<file path="src/rtl/coef_loader_pkg.sv">
// coef_loader_pkg: shared types and constants for the coefficient loader.
//   state_e        - frame parser / commit sequencer states
//   DEFAULT_HEADER - frame start byte
//   INDEX_W        - width of the filter tap index
//   DATA_W         - width of a stream byte / coefficient
package coef_loader_pkg;

  localparam int INDEX_W = 4;
  localparam int DATA_W  = 8;

  localparam logic [DATA_W-1:0] DEFAULT_HEADER = 8'hA5;

  typedef enum logic [2:0] {
    IDLE,
    CNT,
    IDX,
    DATA,
    CHK,
    COMMIT
  } state_e;

endpackage

</file>
<file path="src/rtl/coef_loader.sv">
// coef_loader: receives framed coefficient packets on a valid/ready byte
// stream (HEADER, N, IDX, C[0..N-1], CHK), validates count, index range and
// checksum into a shadow buffer, then writes the taps into the filter one
// per cycle. The filter only ever sees coefficients from a validated frame.
//
// Ports:
//   clk      - rising-edge clock
//   reset    - asynchronous active-low reset
//   s_valid  - input byte valid
//   s_data   - input frame byte
//   s_ready  - loader accepts a byte (low during commit and in reset)
//   h_write  - coefficient write strobe to the filter
//   h_index  - tap index being written
//   h_value  - signed coefficient value
//   busy     - high whenever a frame is in progress
//   done     - one-cycle pulse: frame committed
//   err      - one-cycle pulse: frame rejected
module coef_loader
  import coef_loader_pkg::*;
#(
  parameter int                KERNEL_SIZE = 3,
  parameter logic [DATA_W-1:0] HEADER      = DEFAULT_HEADER
) (
  input  logic                      clk,
  input  logic                      reset,
  input  logic                      s_valid,
  input  logic [DATA_W-1:0]         s_data,
  output logic                      s_ready,
  output logic                      h_write,
  output logic [INDEX_W-1:0]        h_index,
  output logic signed [DATA_W-1:0]  h_value,
  output logic                      busy,
  output logic                      done,
  output logic                      err
);

  localparam int         SH_W = (KERNEL_SIZE > 1) ? $clog2(KERNEL_SIZE) : 1;
  localparam logic [8:0] KS9  = 9'(KERNEL_SIZE);

  state_e                   state_q, state_d;
  logic [4:0]               n_q, n_d;       // tap count, 1..16 once validated
  logic [INDEX_W-1:0]       idx_q, idx_d;
  logic [4:0]               cnt_q, cnt_d;   // data byte / commit tap counter
  logic [DATA_W-1:0]        sum_q, sum_d;
  logic signed [DATA_W-1:0] shadow_q [KERNEL_SIZE];
  logic signed [DATA_W-1:0] shadow_d [KERNEL_SIZE];
  logic                     s_ready_q, s_ready_d;
  logic                     h_write_q, h_write_d;
  logic [INDEX_W-1:0]       h_index_q, h_index_d;
  logic signed [DATA_W-1:0] h_value_q, h_value_d;
  logic                     done_q, done_d;
  logic                     err_q, err_d;

  logic xfer;
  assign xfer = s_valid && s_ready_q;

  always_comb begin
    state_d   = state_q;
    n_d       = n_q;
    idx_d     = idx_q;
    cnt_d     = cnt_q;
    sum_d     = sum_q;
    shadow_d  = shadow_q;
    h_write_d = 1'b0;
    h_index_d = h_index_q;
    h_value_d = h_value_q;
    done_d    = 1'b0;
    err_d     = 1'b0;

    case (state_q)
      IDLE: begin
        // Non-header bytes are discarded without complaint.
        if (xfer && s_data == HEADER) begin
          sum_d   = '0;
          state_d = CNT;
        end
      end
      CNT: begin
        if (xfer) begin
          n_d   = s_data[4:0];
          sum_d = sum_q + s_data;
          if (s_data == '0 || {1'b0, s_data} > KS9) begin
            err_d   = 1'b1;
            state_d = IDLE;
          end else begin
            state_d = IDX;
          end
        end
      end
      IDX: begin
        if (xfer) begin
          idx_d = s_data[INDEX_W-1:0];
          sum_d = sum_q + s_data;
          cnt_d = '0;
          // 9-bit sum so a large IDX cannot wrap into the legal range.
          if ({1'b0, s_data} + {4'b0, n_q} > KS9) begin
            err_d   = 1'b1;
            state_d = IDLE;
          end else begin
            state_d = DATA;
          end
        end
      end
      DATA: begin
        // A HEADER value here is ordinary coefficient data.
        if (xfer) begin
          shadow_d[cnt_q[SH_W-1:0]] = s_data;
          sum_d = sum_q + s_data;
          cnt_d = cnt_q + 5'd1;
          if (cnt_q + 5'd1 == n_q) state_d = CHK;
        end
      end
      CHK: begin
        if (xfer) begin
          if (s_data != sum_q) begin
            err_d   = 1'b1;
            state_d = IDLE;
          end else begin
            // Tap 0 goes out on the cycle right after the checksum byte.
            h_write_d = 1'b1;
            h_index_d = idx_q;
            h_value_d = shadow_q[0];
            cnt_d     = 5'd1;
            state_d   = COMMIT;
          end
        end
      end
      COMMIT: begin
        if (cnt_q == n_q) begin
          done_d  = 1'b1;
          state_d = IDLE;
        end else begin
          h_write_d = 1'b1;
          h_index_d = idx_q + cnt_q[INDEX_W-1:0];
          h_value_d = shadow_q[cnt_q[SH_W-1:0]];
          cnt_d     = cnt_q + 5'd1;
        end
      end
      default: state_d = IDLE;
    endcase
  end

  // Ready is a registered decode of the upcoming state.
  assign s_ready_d = (state_d != COMMIT);

  always_ff @(posedge clk or negedge reset) begin
    if (!reset) begin
      state_q   <= IDLE;
      n_q       <= '0;
      idx_q     <= '0;
      cnt_q     <= '0;
      sum_q     <= '0;
      shadow_q  <= '{default: '0};
      s_ready_q <= 1'b0;
      h_write_q <= 1'b0;
      h_index_q <= '0;
      h_value_q <= '0;
      done_q    <= 1'b0;
      err_q     <= 1'b0;
    end else begin
      state_q   <= state_d;
      n_q       <= n_d;
      idx_q     <= idx_d;
      cnt_q     <= cnt_d;
      sum_q     <= sum_d;
      shadow_q  <= shadow_d;
      s_ready_q <= s_ready_d;
      h_write_q <= h_write_d;
      h_index_q <= h_index_d;
      h_value_q <= h_value_d;
      done_q    <= done_d;
      err_q     <= err_d;
    end
  end

  assign s_ready = s_ready_q;
  assign h_write = h_write_q;
  assign h_index = h_index_q;
  assign h_value = h_value_q;
  assign done    = done_q;
  assign err     = err_q;
  assign busy    = (state_q != IDLE);

endmodule

</file>
<file path="config.mk">
export PLATFORM = sky130hd
export DESIGN_NAME = coef_loader
export DESIGN_NICKNAME = d
export VERILOG_FILES = /design/src/rtl/coef_loader_pkg.sv /design/src/rtl/coef_loader.sv
export SDC_FILE = /design/constraint.sdc
export NUM_CORES = 1
export LEC_CHECK = 0
export ABC_AREA = 1
export BUFFER_PORTS_ARGS = -buffer_cell sky130_fd_sc_hd__buf_2
export CORE_MARGIN = 2
export CORE_UTILIZATION = 65
export CTS_CLUSTER_SIZE = 8
export DETAILED_ROUTE_END_ITERATION = 10
export MAX_ROUTING_LAYER = met4
export PLACE_DENSITY = 0.95
export SYNTH_ARGS = -nofsm -noshare
export SYNTH_HDL_FRONTEND = slang
export SYNTH_SLANG_ARGS = --single-unit
</file>
<file path="constraint.sdc">
create_clock -name clk -period 3.76 [get_ports clk]
set_clock_uncertainty 0.05 [all_clocks]
set_input_delay 0.94 -clock clk [delete_from_list [all_inputs] [get_ports clk]]
set_output_delay 0.94 -clock clk [all_outputs]
set_load 0.1 [all_outputs]
</file>
==> results of run 1 <==
-- metrics by stage --
stage | instances | util (%) | worst slack [ns] | total power [mW]
finish | 568 | 72.5 | 1.32 | 1.51
floorplan | 460 | - | 1.39 | 0.803
CTS | 568 | 72.5 | 1.31 | 1.51
global route | 568 | 72.5 | 1.18 | 1.55
detailed placement | 552 | 68.7 | 0.953 | 0.847
global placement | 552 | 68.7 | 1.04 | 0.842
-- power by group --
part	internal, mW	switching (mW)
Combinational	0.0398	0.0803
Sequential	0.707	0.00903
Clock	0.393	0.276
Total	1.14	0.366
-- cell type report --
type | instances | area (µm²)
Tap cell | 75 | 93.8
Clock buffer | 12 | 145
Fill cell | 393 | 1610
Sequential cell | 65 | 1630
Inverter | 39 | 146
Multi-Input combinational cell | 345 | 2000
Clock inverter | 4 | 76.3
Timing Repair Buffer | 28 | 155
-- synthesized netlist by cell type (all sizes together), types with 4 or more instances --
| library cell | number | area share, % |
|---|---|---|
| buf | 10 | 2.6 |
| nor3 | 4 | 0.81 |
| nand2 | 146 | 17 |
| a21oi | 16 | 2.1 |
| nor2 | 31 | 4.5 |
| inv | 39 | 3.8 |
| o21ai | 73 | 10 |
| dfrtp | 65 | 42 |
| xnor2 | 7 | 1.8 |
| nand3 | 29 | 4.3 |
| ha | 19 | 6.1 |
-- worst paths after layout --
path,from,end,slack (ns),cells past startpoint
worst max-delay path,s_data[2],h_index[3],1.32,11
worst min-delay path,h_value[0],h_value[0],0.43,2
worst max register to register,cnt_q[0],h_index[3],1.46,10
worst min register to register,h_value[0],h_value[0],0.43,2
max in group asynchronous,reset,idx_q[2],2.50,2
min in group asynchronous,reset,h_value[1],0.54,1
-- registers in the layout (all words and copies together), names as in the netlist --
name	count
h_value	8
n_q	5
state_q	3
idx_q	4
h_write	1
cnt_q	5
shadow_q	24
h_index	4
done	1
s_ready	1
sum_q	8
err	1
-- cells by family (layout without fill, tap and decap cells) --
kind of cell	after synthesis	after routing	synth area share, %
AO/OA/AOI/OAI	92	92	13.1
XOR/XNOR	10	10	2.46
adder cells (fa/ha/maj)	22	22	7.69
buffers and inverters	50	83	6.46
flip-flops	65	65	42.0
multiplexers	2	2	0.517
AND/OR/NAND/NOR	219	219	27.7
-- metal layers --
metal  vias up  global-route usage [%]
met1      1582                    35.9
met5         -                       -
met2       158                    50.0
met3        31                    5.89
li1       1557                       -
met4         0                    14.9
-- critical path, stage by stage --
cell	delay (ns)
buf_2	0.14
ha_1	0.41
nor2_1	0.08
nand2_1	0.10
nor2_4	0.06
nand3_4	0.08
nor2_8	0.05
nor2_8	0.48
inv_1	0.13
nand2_1	0.10
nand2_2	0.04
==> impl_metrics.csv, run 1 <==
group,metric,value,unit
cts,postCtsResizedCells,0,
cts,clk_latency,0.36,ns
placed_design,placed_area,4020,µm²
sta,slew_viol_final,0,
routing,drt_wl_total,8650,µm
sta,finalCriticalPeriod,2.44,ns
die,num_rows,28,
routing,wl_met3,554,µm
routing,drcViolationCount,0,
sta,relSlewSlack,58.2,%
die,fp.dieH,81.2,µm
finish,nNetsFinal,521,
placed_design,port-buffer-count,27,
synth,avgSynthCellArea,8.42,µm²
pwr,ir_worst_vdd,0.000271,V
synth,synth_edf_count,0,
worst_hold_path,hold_class,"flip-flop to flip-flop",
worst_setup_path,cp.arrival,2.63,ns
die,io_pins,28,
sta,setup_violations,0,
pwr,leakage,2.15,nW
global_route,track_usage,30.4,%
cts,clk_pin_slew,0.07,ns
routing,met2_length,4420,µm
finish,syn2layout_area_growth,9.46,%
die,dieWidth,81.2,µm
synth,async_flop_share,100,%
global_route,grt_pass1_wl,14700,µm
sta,fmax,411,MHz
global_route,grt_start_max_net_pins,40,
global_route,grt_overflow_total,0,
die,start_util,66.2,%
synth,ys_warn_count,0,
sta,rsz0062_at_grt,"false",
cts,cts_tree,"yes",
worst_setup_path,critPathMaxFanout,25,
routing,drt_iter0_drc,292,
synth,ys_seq_elements,65,
finish,n_antenna_cell,0,
sta,tightestPinTransition,0.627,ns
synth,synthesis.nets,493,
cts,cts_hold_buf,0,
placed_design,place_congestion,0.942,
cts,post_cts_buffers,0,
cts,numCtsBuffers,9,
sta,final_hold_viol_count,0,
worst_setup_path,startpoint_type,"input port",
cts,clock_sinks,65,
placed_design,hpwl,6210,µm
global_route,first_global_vias,3221,
synth,synth_ff_type,"dfrtp_1",
synth,synth_cell_types,36,
synth,ys_seq_area_share,42.0,%
global_route,antenna_found_initial,0,
worst_setup_path,worstPathRequired,3.96,ns
sta,setup_tns,0,ns
finish,layout_common_cells,"nand2_1 (130), dfrtp_1 (65), o21ai_1 (34)",
synth,synthCells,460,
routing,num_vias,3328,
synth,syn_area,3870,µm²
die,die_area,6590,µm²
flow_run,cap_violations,0,
run_status,status,"finished, final reports clean",
routing,wirelength_met1,3460,µm
cts,clk_path_buf_depth,2,
sta,timing.final.crit_share,64.8,%
finish,layout_commonest_cell,"nand2_1",
cts,htreeDepth,3,
die,core,5850,µm²
routing,dr.pass1.iters,5,
cts,cts_root_buffer,"clkbuf_8",
finish,drive_above_1_share,17.6,%
routing,wl_per_cell,15.2,µm
pwr,p_per_area,355,nW/µm²
worst_setup_path,endpoint_kind,"flip-flop",
routing,ant_nets,0,
finish,stdcell_area,4240,µm²
sta,timing.hold.ws,0.433,ns
routing,highest_layer,"met4",
worst_setup_path,critical_path_class,"input port to flip-flop",
routing,detail_route.vias_per_cell,5.86,
No activity file was read; power rests on OpenSTA's default activity.
==> run 2, diff against run 1 <==
--- a/config.mk
+++ b/config.mk
@@ -5,14 +5,14 @@
 export SDC_FILE = /design/constraint.sdc
 export NUM_CORES = 1
 export LEC_CHECK = 0
-export ABC_AREA = 1
+export ABC_AREA = 0
 export BUFFER_PORTS_ARGS = -buffer_cell sky130_fd_sc_hd__buf_2
 export CORE_MARGIN = 2
-export CORE_UTILIZATION = 65
+export CORE_UTILIZATION = 60
 export CTS_CLUSTER_SIZE = 8
 export DETAILED_ROUTE_END_ITERATION = 10
 export MAX_ROUTING_LAYER = met4
-export PLACE_DENSITY = 0.95
+export PLACE_DENSITY = 0.91
 export SYNTH_ARGS = -nofsm -noshare
 export SYNTH_HDL_FRONTEND = slang
 export SYNTH_SLANG_ARGS = --single-unit
==> constraint.sdc (replaced) <==
create_clock -name clk -period 2.3 [get_ports clk]
set_clock_uncertainty 0.05 [all_clocks]
set_input_delay 0.575 -clock clk [delete_from_list [all_inputs] [get_ports clk]]
set_output_delay 0.575 -clock clk [all_outputs]
set_load 0.1 [all_outputs]
==> impl_metrics.csv, run 2 <==
group,metric,value,unit
synth,synth-adder-area-share,7.82,%
synth,synthSimpleGateAreaFrac,13.7,%
worst_setup_path,max_stage_delay,0.50,ns
die,io_pins,28,
run_status,status,"finished, final reports clean",
pwr,switching_share,24.2,%
pwr,seq_power_share,44.8,%
synth,synth_mux_area_share,15.1,%
sta,fmax,448,MHz
cts,post_cts_buffers,0,
sta,setup_tns,0,ns
worst_setup_path,crit_buf_inv,1,
synth,ys_seq_area_share,42.7,%
sta,rsz0062_at_grt,"false",
routing,ant_nets,0,
finish,drive_above_1_share,35.6,%
global_route,first_global_vias,3007,
placed_design,place_inst,451,
pwr,p_int,1.98,mW
synth,syn_area,3810,µm²
cts,clk_latency,0.36,ns
sta,slew_viol_final,0,
placed_design,post-place-ws,-0.172,ns
pwr,leakage,2.30,nW
cts,numCtsBuffers,9,
cts,clk_pin_slew,0.08,ns
die,die_area,7000,µm²
synth,synth_compound_area_share,13.3,%
cts,cts_root_buffer,"clkbuf_8",
flow_run,cap_violations,0,
cts,htreeDepth,3,
worst_setup_path,critPathMaxFanout,10,
synth,synthCells,331,
finish,syn2layout_area_growth,16.8,%
pwr,ir_worst_vdd,0.000421,V
cts,postCtsResizedCells,0,
sta,tightestPinTransition,0.643,ns
global_route,grt_overflow_total,0,
synth,synth_edf_count,0,
synth,synth_area_leaders,"dfrtp_1 (43%), mux2_2 (11%), ha_1 (6.2%)",
placed_design,place_congestion,0.887,
synth,avgSynthCellArea,11.5,µm²
sta,setup_violations,0,
die,start_util,61.0,%
worst_setup_path,cp.arrival,1.61,ns
routing,drt_wl_total,8890,µm
synth,synthXorXnorAreaFrac,4.31,%
sta,final_hold_viol_count,0,
sta,timing.hold.ws,0.160,ns
pwr,clkPwrFrac,47.2,%
finish,fin_cells,467,
worst_setup_path,critical_path_class,"flip-flop to output pin",
synth,synth_cell_types,63,
synth,synth_ff_type,"dfrtp_1",
worst_setup_path,endpoint_kind,"output pin",
global_route,track_usage,27.6,%
worst_setup_path,crit_chain,"or3_4, buf_2",
global_route,grt_pass1_wl,14600,µm
cts,clock_sinks,65,
cts,cts_tree,"yes",
synth,ys_seq_elements,65,
routing,num_vias,2928,
synth,synthesis.nets,364,
finish,largest_reg_flops,24,
synth,yosys.area.top_type_share,42.7,%
pwr,p_per_area,587,nW/µm²
sta,relSlewSlack,56.8,%
routing,drcViolationCount,0,
finish,layout_common_cells,"dfrtp_1 (64), mux2_2 (38), buf_2 (27), buf_4 (27), o21ai_0 (20)",
synth,ys_top_cells_by_count,"dfrtp_1 (65), mux2_2 (38), o21ai_0 (20)",
synth,async_flop_share,100,%
routing,detail_route.vias_per_cell,6.27,
finish,n_fill_cell,431,
sta,timing.final.crit_share,97.1,%
synth,synth_top_family_by_area,"multiplexers",
routing,wl_per_cell,19.0,µm
placed_design,hpwl,6200,µm
cts,clk_path_buf_depth,2,
finish,regMostFlops,"shadow_q",
die,dieWidth,83.6,µm
die,fp.dieH,83.6,µm
pwr,p_sw,0.632,mW
placed_design,port-buffer-count,27,
worst_setup_path,crit_family,"flip-flops",
synth,ys_warn_count,0,
cts,cts_hold_buf,0,
finish,layout_commonest_cell,"dfrtp_1",
routing,dr.pass1.iters,4,
worst_setup_path,cpMaxStageDelayCell,"dfrtp_1",
routing,drt_iter0_drc,257,
pwr,pwr-share-comb,8.1,%
worst_hold_path,hold_class,"input port to async pin",
sta,finalCriticalPeriod,2.23,ns
die,core,6240,µm²
synth,synth_area_leader_cell,"dfrtp_1",
synth,post-synth-top-count-cell,"dfrtp_1",
worst_setup_path,startpoint_type,"flip-flop",
finish,nNetsFinal,418,
finish,n_antenna_cell,0,
global_route,antenna_found_initial,0,
global_route,grt_start_max_net_pins,66,
sta,worst_slack,0.0669,ns
worst_setup_path,worstPathRequired,1.67,ns
die,num_rows,29,
run 2: cell count changes after synthesis, sizes merged, moves of 9 or more:
cell / delta
o21ai: -52
nand3: -24
nor2: -20
and3: +11
a22oi: +9
nand2: -128
inv: -31
mux2: +45
run 2: cell families after synthesis:
group           count (synthesis)
fa+ha+maj                      22
buf+inv                        21
flops                          65
compound gates                 75
xor+xnor                       14
mux                            49
simple gates                   85
run 2: final timing paths:
check	startpoint	to	slack [ns]	cells after the start
setup / recovery	state_q[0]	busy	0.07	2
hold / removal	reset	n_q[0]	0.16	2
setup reg to reg	cnt_q[1]	h_value[2]	0.11	5
hold reg to reg	sum_q[3]	sum_q[3]	0.45	2
max in group asynchronous	reset	s_ready	1.73	2
min in group clk	sum_q[3]	sum_q[3]	0.45	2
run 2: layer usage:
metal  wire length [µm]  track usage [%]  share of wire, %  vias up
met1               3660             33.6                41     1451
met2               4440             43.1                50      104
met5                  0                -                 0        -
met3                468             5.54               5.3       32
li1                   -                -                 -     1341
met4                326             15.7               3.7        0
run 2: layout make-up:
| class | instances | area, µm² | share of cell area (%) |
|---|---|---|---|
| clock inverters | 7 | 125 | 2.81 |
| repair buffers | 56 | 378 | 8.50 |
| clock buffers | 9 | 124 | 2.79 |
| inverters | 8 | 30.0 | 0.675 |
| flip-flops and latches | 65 | 1630 | 36.6 |
| multi-input cells | 245 | 2060 | 46.4 |
| well taps | 77 | 96.3 | 2.17 |
run 2: power by group through the flow:
stage / Sequential [mW] / Combinational (mW) / Clock (mW)
finish: 1.17 / 0.211 / 1.23
global route: 1.17 / 0.235 / 1.29
CTS: 1.17 / 0.212 / 1.24
detailed placement: 1.19 / 0.211 / 0
global placement: 1.19 / 0.201 / 0
floorplan: 1.19 / 0.101 / 0
run 2: stage by stage:
| step | cell area [µm²] | power [mW] | util, % |
|---|---|---|---|
| detailed placement | 4200 | 1.40 | 67.2 |
| global placement | 4200 | 1.39 | 67.2 |
| CTS | 4450 | 2.62 | 71.2 |
| global route | 4450 | 2.69 | 71.2 |
| floorplan | 3810 | 1.29 | - |
| finish | 4450 | 2.61 | 71.2 |
